**src/rtl/scic_io_ctrl_if.sv**
```systemverilog
// I/O bus between the SCIC core (master) and the switch/LED responder (slave).
// Single-cycle strobes, registered read data with a one-cycle valid pulse.
interface scic_io_ctrl_if;
    logic [1:0] io_addr;
    logic       io_wr;
    logic [3:0] io_wdata;
    logic       io_rd;
    logic [3:0] io_rdata;
    logic       io_rvalid;
    logic       irq;

    modport master (
        output io_addr, io_wr, io_wdata, io_rd,
        input  io_rdata, io_rvalid, irq
    );

    modport slave (
        input  io_addr, io_wr, io_wdata, io_rd,
        output io_rdata, io_rvalid, irq
    );
endinterface

```
**src/rtl/scic_io_ctrl.sv**
```systemverilog
// Switch/LED I/O responder: synchronises and debounces 4 switches, holds the LED
// register, latches sticky change flags and raises a masked level interrupt.
module scic_io_ctrl #(
    parameter int unsigned DEBOUNCE_CYCLES = 4
) (
    input  logic          clock,
    input  logic          reset,
    input  logic [3:0]    switches,
    output logic [3:0]    LEDs,
    scic_io_ctrl_if.slave io
);

    typedef enum logic [1:0] {
        ADDR_SW  = 2'd0,
        ADDR_LED = 2'd1,
        ADDR_CHG = 2'd2,
        ADDR_IEN = 2'd3
    } reg_addr_e;

    // Terminal count; the counter restarts here, so it never needs to wrap.
    localparam logic [15:0] CNT_LAST = 16'(DEBOUNCE_CYCLES - 1);

    logic [3:0]       sync1_q, sync2_q;
    logic [3:0]       stable_q, stable_d;
    logic [3:0][15:0] cnt_q, cnt_d;
    logic [3:0]       chg_q, chg_d, chg_set, chg_clr;
    logic [3:0]       led_q, led_d;
    logic [3:0]       ien_q, ien_d;
    logic [3:0]       rdata_q, rdata_d, rd_mux;
    logic             rvalid_q, rvalid_d;
    logic             irq_q, irq_d;
    reg_addr_e        addr;

    assign addr = reg_addr_e'(io.io_addr);

    // NOTE: sequential state uses non-blocking assignments so every flop samples
    // pre-edge values; blocking here would collapse the two synchroniser stages.
    always_ff @(posedge clock or negedge reset) begin
        if (!reset) begin
            sync1_q <= '0;
            sync2_q <= '0;
        end else begin
            sync1_q <= switches;
            sync2_q <= sync1_q;
        end
    end

    // NOTE: every always_comb output gets a default first, so no path infers a latch.
    always_comb begin
        stable_d = stable_q;
        cnt_d    = cnt_q;
        chg_set  = '0;
        for (int b = 0; b < 4; b++) begin
            if (sync2_q[b] == stable_q[b]) begin
                cnt_d[b] = '0;
            end else if (cnt_q[b] == CNT_LAST) begin
                stable_d[b] = sync2_q[b];
                cnt_d[b]    = '0;
                chg_set[b]  = 1'b1;
            end else begin
                cnt_d[b] = cnt_q[b] + 16'd1;
            end
        end
    end

    always_comb begin
        led_d   = led_q;
        ien_d   = ien_q;
        chg_clr = '0;
        if (io.io_wr) begin
            case (addr)
                ADDR_SW:  ;
                ADDR_LED: led_d   = io.io_wdata;
                ADDR_CHG: chg_clr = io.io_wdata;
                ADDR_IEN: ien_d   = io.io_wdata;
            endcase
        end
        // A flag set by the debouncer this cycle survives a concurrent clear.
        chg_d = (chg_q & ~chg_clr) | chg_set;
        irq_d = |(chg_q & ien_q);
    end

    always_comb begin
        rd_mux = stable_q;
        case (addr)
            ADDR_SW:  rd_mux = stable_q;
            ADDR_LED: rd_mux = led_q;
            ADDR_CHG: rd_mux = chg_q;
            ADDR_IEN: rd_mux = ien_q;
        endcase
        rvalid_d = io.io_rd;
        rdata_d  = io.io_rd ? rd_mux : rdata_q;
    end

    always_ff @(posedge clock or negedge reset) begin
        if (!reset) begin
            stable_q <= '0;
            cnt_q    <= '0;
            chg_q    <= '0;
            led_q    <= '0;
            ien_q    <= '0;
            rdata_q  <= '0;
            rvalid_q <= 1'b0;
            irq_q    <= 1'b0;
        end else begin
            stable_q <= stable_d;
            cnt_q    <= cnt_d;
            chg_q    <= chg_d;
            led_q    <= led_d;
            ien_q    <= ien_d;
            rdata_q  <= rdata_d;
            rvalid_q <= rvalid_d;
            irq_q    <= irq_d;
        end
    end

    assign LEDs         = led_q;
    assign io.io_rdata  = rdata_q;
    assign io.io_rvalid = rvalid_q;
    assign io.irq       = irq_q;

endmodule

```
**src/flat_wrapper.sv**
```systemverilog
// flat-port wrapper written by rule: the top's interface ports become plain ports
module scic_io_ctrl_flat 
#(
    parameter int unsigned DEBOUNCE_CYCLES = 4
)
  (clock, reset, switches, LEDs, io_io_addr, io_io_wr, io_io_wdata, io_io_rd, io_io_rdata, io_io_rvalid, io_irq);
  scic_io_ctrl_if io_i ();
  input  logic clock;
  input  logic reset;
  input  logic [3:0] switches;
  output logic [3:0] LEDs;
  input wire logic [$bits(io_i.io_addr)-1:0] io_io_addr;
  input wire logic [$bits(io_i.io_wr)-1:0] io_io_wr;
  input wire logic [$bits(io_i.io_wdata)-1:0] io_io_wdata;
  input wire logic [$bits(io_i.io_rd)-1:0] io_io_rd;
  output wire logic [$bits(io_i.io_rdata)-1:0] io_io_rdata;
  output wire logic [$bits(io_i.io_rvalid)-1:0] io_io_rvalid;
  output wire logic [$bits(io_i.irq)-1:0] io_irq;
  assign io_i.io_addr = io_io_addr;
  assign io_i.io_wr = io_io_wr;
  assign io_i.io_wdata = io_io_wdata;
  assign io_i.io_rd = io_io_rd;
  assign io_io_rdata = io_i.io_rdata;
  assign io_io_rvalid = io_i.io_rvalid;
  assign io_irq = io_i.irq;
  scic_io_ctrl #(.DEBOUNCE_CYCLES(DEBOUNCE_CYCLES)) u_core (.clock(clock), .reset(reset), .switches(switches), .LEDs(LEDs), .io(io_i));
endmodule
```
**config.mk**
```make
export PLATFORM = sky130hd
export DESIGN_NAME = scic_io_ctrl_flat
export DESIGN_NICKNAME = d
export VERILOG_FILES = /design/src/rtl/scic_io_ctrl_if.sv /design/src/rtl/scic_io_ctrl.sv /design/src/flat_wrapper.sv
export SDC_FILE = /design/constraint.sdc
export NUM_CORES = 1
export LEC_CHECK = 0
export CAP_MARGIN = 20
export CORE_MARGIN = 2
export CORE_UTILIZATION = 59
export DETAILED_ROUTE_END_ITERATION = 8
export PLACE_DENSITY = 0.79
export SLEW_MARGIN = 20
export SYNTH_ARGS = -nofsm -noshare
export SYNTH_HDL_FRONTEND = slang
export SYNTH_SLANG_ARGS = --single-unit
```
**constraint.sdc**
```tcl
create_clock -name clock -period 1.7 [get_ports clock]
set_input_delay 0.34 -clock clock [delete_from_list [all_inputs] [get_ports clock]]
set_output_delay 0.34 -clock clock [all_outputs]
set_load 0.01 [all_outputs]
```
# [Word level (Yosys, flattened, before mapping)]
# Index checks and enable logic that the tools add are counted.
[word_totals] out_inout_bits=10 elab_cells=66 reg_bits=94
[classes] n_reduce_logical=8 mux=19 n_eq_ne=11 n_bitwise=8 addsub=4
[op_table] cell="two-way mux 16 bit" n=8
[op_table] cell="adder 16 x 1 -> 16 bit (second input constant)" n=4
[op_table] cell="== test 16 x 2 -> 1 bit (second input constant)" n=4
[op_table] cell="case mux 4 bit (4 select lines)" n=1
[op_table] cell="AND reduction 2 bit" n=6
[op_table] cell="bitwise AND 4 bit" n=2
[op_table] cell="two-way mux 1 bit" n=8
[op_table] cell="two-way mux 4 bit" n=2
[op_table] cell="== test 1 bit" n=4
[op_table] cell="== test 2 bit (second input constant)" n=2
[op_table] cell="NOT 1 bit" n=4
[op_table] cell="NOT 4 bit" n=1
[op_table] cell="OR 4 bit" n=1
[op_table] cell="OR reduction 4 bit" n=1
[op_table] cell="== test 2 x 1 -> 1 bit (second input constant)" n=1
[op_table] cell="zero test 2 bit" n=1

# [Logic depth before layout (Yosys ltp)]
[logic_depth] word_depth=6 ltp_mapped=6

# [Least setup slack after synthesis]
# OpenSTA, ideal clock, no wires.
[synth_path] kind="register -> register" start="register u_core.cnt_q[48] (netlist bit)" end="register u_core.cnt_q[61] (netlist bit)" arrival_time_ps=1372 required_time_ps=1581 path_stages_with_launch=7 slack_ps=210 path_cell_list="dfrtp_1 -> ha_1 -> nor4b_1 -> nand4_1 -> nand2_1 -> buf_4 -> nor2_1"
[synth_lines] item="from (decl)" line_no="scic_io_ctrl.sv:25" source="logic [3:0][15:0] cnt_q, cnt_d;"
[synth_lines] item="from (signal assigned)" line_no="scic_io_ctrl.sv:107" source="cnt_q <= cnt_d;"

# [Worst setup path after layout]
[layout_path] start="register u_core.led_q[1] (netlist: u_core.LEDs[1])" end="output port LEDs[1]"
[layout_lines] item="from (decl)" line_no="scic_io_ctrl.sv:27" source="logic [3:0] led_q, led_d;"
[layout_lines] item="from (signal assigned)" line_no="scic_io_ctrl.sv:109" source="led_q <= led_d;"
[layout_lines] item="to (decl)" line_no="flat_wrapper.sv:11" source="output logic [3:0] LEDs;"
# No word-level cell between the ends.

==> flow_metrics.tcl <==
set metrics [dict create \
    status "finished, final reports clean" \
    crit_arrival_ps 1300 \
    via_per_inst 5.554 \
    crit_fanout 3 \
    drcViolationCount 0 \
    intPower_uw 3757 \
    ios 24 \
    path_class "flip-flop to primary output" \
    wl_met2_mm 4.077 \
    clkTransAtPathRegs_ps 80 \
    clockBufferDepth 2 \
    grt_pass1_vias 3057 \
    leakagePower_uw 0.002029 \
    dpl.cell_count 527 \
    pwr-share-clk_pct 24.4 \
    route.vias.total 3066 \
    portBuffers 23 \
    finalHoldViolCount 0 \
    period_needed_ps 1642 \
    grt_pass1_wl_mm 14.21 \
    dr.pass1.iters 4 \
    insertion_delay_ps 350 \
    net-switching-power_uw 1707 \
    clock_skew_ps 8.394 \
    crit_slowest_cell "clkdlybuf4s50_1" \
    fin_crit_sh_pct 96.58 \
    routedWlPerCell_um 14.90 \
    reg2reg_from "u_core.cnt_q[0]" \
    synth_seq_cells 94 \
    root_buffer "clkbuf_8" \
    syn_to_final_growth_pct 15.72 \
    fmax_mhz 609.1 \
    die_y_um 90.22 \
    syn_area_mm2 0.004385 \
    syn_nets 419 \
    cts.sink_count 94 \
    insertedDiodeCount 0 \
    initial_utilization_pct 60.79 \
    layout_common_cells "94 x dfrtp_1, 72 x nor2_1, 52 x xnor2_1" \
    m1WireLength_mm 3.723 \
    max_slew.worst_pin.slew_ps 459.3 \
    totalWireLength_mm 8.226 \
    path_buf_inv 1 \
    die_area_mm2 0.008139 \
    fillers 555 \
    synthFlopType "dfrtp_1" \
    row_count 31 \
    layout.cells.non_filler 552 \
    combPwrFrac_pct 24.4 \
    drive_gt1_share_pct 17.22 \
    max_stage_delay_ps 550 \
    final_common_cell "dfrtp_1" \
    die_w_um 90.22 \
    grt_overflow_total 0 \
    setup_tns_ps 0 \
    place.gp.congestion 0.8407 \
    power.share.switching_pct 31.24 \
    cts_tree "done" \
    h-tree-depth 3 \
    drtAntennaViolNets 0 \
    yosysSeqAreaShare_pct 53.64 \
    start_kind "flip-flop" \
    critPathTopFamily "buffers and inverters" \
    worst_setup_path_end_kind "primary output" \
    final_util_pct 70.34 \
    gr-usage-all-layers_pct 21.57 \
    wl_met3_um 338 \
    total_power_uw 5464 \
    layout.nets 467 \
    synthArstFlopShare_pct 100.0 \
    numCtsBuffers 9 \
    cap_violations 0 \
    synth_cell_types 26 \
    crit_start "u_core.LEDs[1]" \
    dp_hpwl_mm 5.662 \
    hp-class "flip-flop to flip-flop" \
    hp-start "u_core.sync1_q[0]" \
    synthesis.instances 401 \
    relSlewSlack_pct 69.28 \
    synth_warnings 0 \
    finalMaxSlewViolations 0 \
    post_synth.cell_area_avg_um2 10.94 \
    antenna_found_initial 0 \
    crit_chain "clkdlybuf4s50_1" \
    grt_max_degree 34 \
    vdd_drop_max_mv 0.6694 \
    setup_viol 0 \
    dr.first_iter.drc_count 141 \
    crit_required_ps 1360 \
    synth_edf_count 0 \
    seq_power_share_pct 51.2 \
    core-area_mm2 0.007214 \
    power_density_mw_per_mm2 1077 \
    routed.top_layer "met4" \
]
-- final cells by class --
cell class	instances	area [um^2]	area share (%)
Timing Repair Buffer	40	372.9	7.347
Clock buffer	12	155.1	3.057
Multi-Input combinational cell	288	1991	39.23
Clock inverter	3	20.02	0.3945
Sequential cell	94	2352	46.35
Tap cell	99	123.9	2.441
Inverter	16	60.06	1.183
-- sequential cells by signal, indices dropped and copies added, names as in the netlist --
| register | flops |
|---|---|
| u_core.LEDs | 4 |
| u_core.chg_q | 4 |
| u_core.cnt_q | 64 |
| u_core.ien_q | 4 |
| u_core.io.io_rdata | 4 |
| u_core.io.io_rvalid | 1 |
| u_core.io.irq | 1 |
| u_core.stable_q | 4 |
| u_core.sync1_q | 4 |
| u_core.sync2_q | 4 |
-- cells in the mapped netlist, types with 7 or more instances --
| cell type | count | area (um^2) |
|---|---|---|
| nand4_1 | 13 | 81.33 |
| nand3_1 | 12 | 60.06 |
| o21ai_0 | 12 | 60.06 |
| nor4_2 | 14 | 175.2 |
| nor3_1 | 17 | 85.08 |
| nor4_1 | 13 | 81.33 |
| nand2_1 | 26 | 97.59 |
| mux2_2 | 8 | 90.09 |
| nor2_1 | 72 | 270.3 |
| dfrtp_1 | 94 | 2352 |
| xnor2_1 | 52 | 455.4 |
| inv_1 | 16 | 60.06 |
| nand3_2 | 7 | 70.07 |
| xor2_1 | 8 | 70.07 |
-- final timing paths --
path | to | slack, ps | cells after the start
hold reg to reg | u_core.sync2_q[0] | 350 | 0
hold / removal | u_core.sync2_q[0] | 350 | 0
setup / recovery | LEDs[1] | 60 | 1
setup reg to reg | u_core.stable_q[0] | 80 | 4
min in group asynchronous | u_core.cnt_q[22] | 440 | 2
max in group asynchronous | u_core.sync1_q[1] | 630 | 3
-- routing by layer --
layer	up-vias	track usage [%]
li1	1480	-
met1	1508	29.00
met2	66	35.03
met3	12	5.197
met4	0	6.667
met5	-	0
-- power groups by stage --
stage               Sequential (uW)  Combinational, uW  Clock (uW)
floorplan                      2810                741           0
global placement               2830               1120           0
detailed placement             2850               1170           0
CTS                            2810               1200        1380
global route                   2840               1490        1470
finish                         2800               1330        1330
-- cell families after synthesis --
| kind of cell | count (synthesis) | share of synthesized area [%] |
|---|---|---|
| adders and majority gates | 4 | 1.141 |
| muxes | 12 | 4.109 |
| AOI/OAI and AO/OA | 14 | 1.712 |
| DFF | 94 | 53.64 |
| and+or+nand+nor | 196 | 25.25 |
| buffers and inverters | 21 | 2.168 |
| xor gates and xnor gates | 60 | 11.98 |
-- per-stage QoR --
stage	hold slack, ps	area (um^2)	setup slack [ps]
2_1_floorplan	44.41	4385	209.7
3_3_place_gp	255.4	4782	-129.6
4_1_cts	355.1	4972	9.251
5_1_grt	358.5	5075	-63.06
6_report	353.3	5075	58.17
3_5_place_dp	255.1	4782	-155.6
-- repair_timing --
item | CTS | global route
hold buffers | 1 | 0
cloned | 0 | 2
buffers inserted | 0 | 7
pin swaps | 0 | 8
resized for setup | 1 | 8
setup endpoints to repair | 3 | 65
endpoints found under the hold margin | 21 | 0
Note: power is estimated with default switching activity, not from simulation.
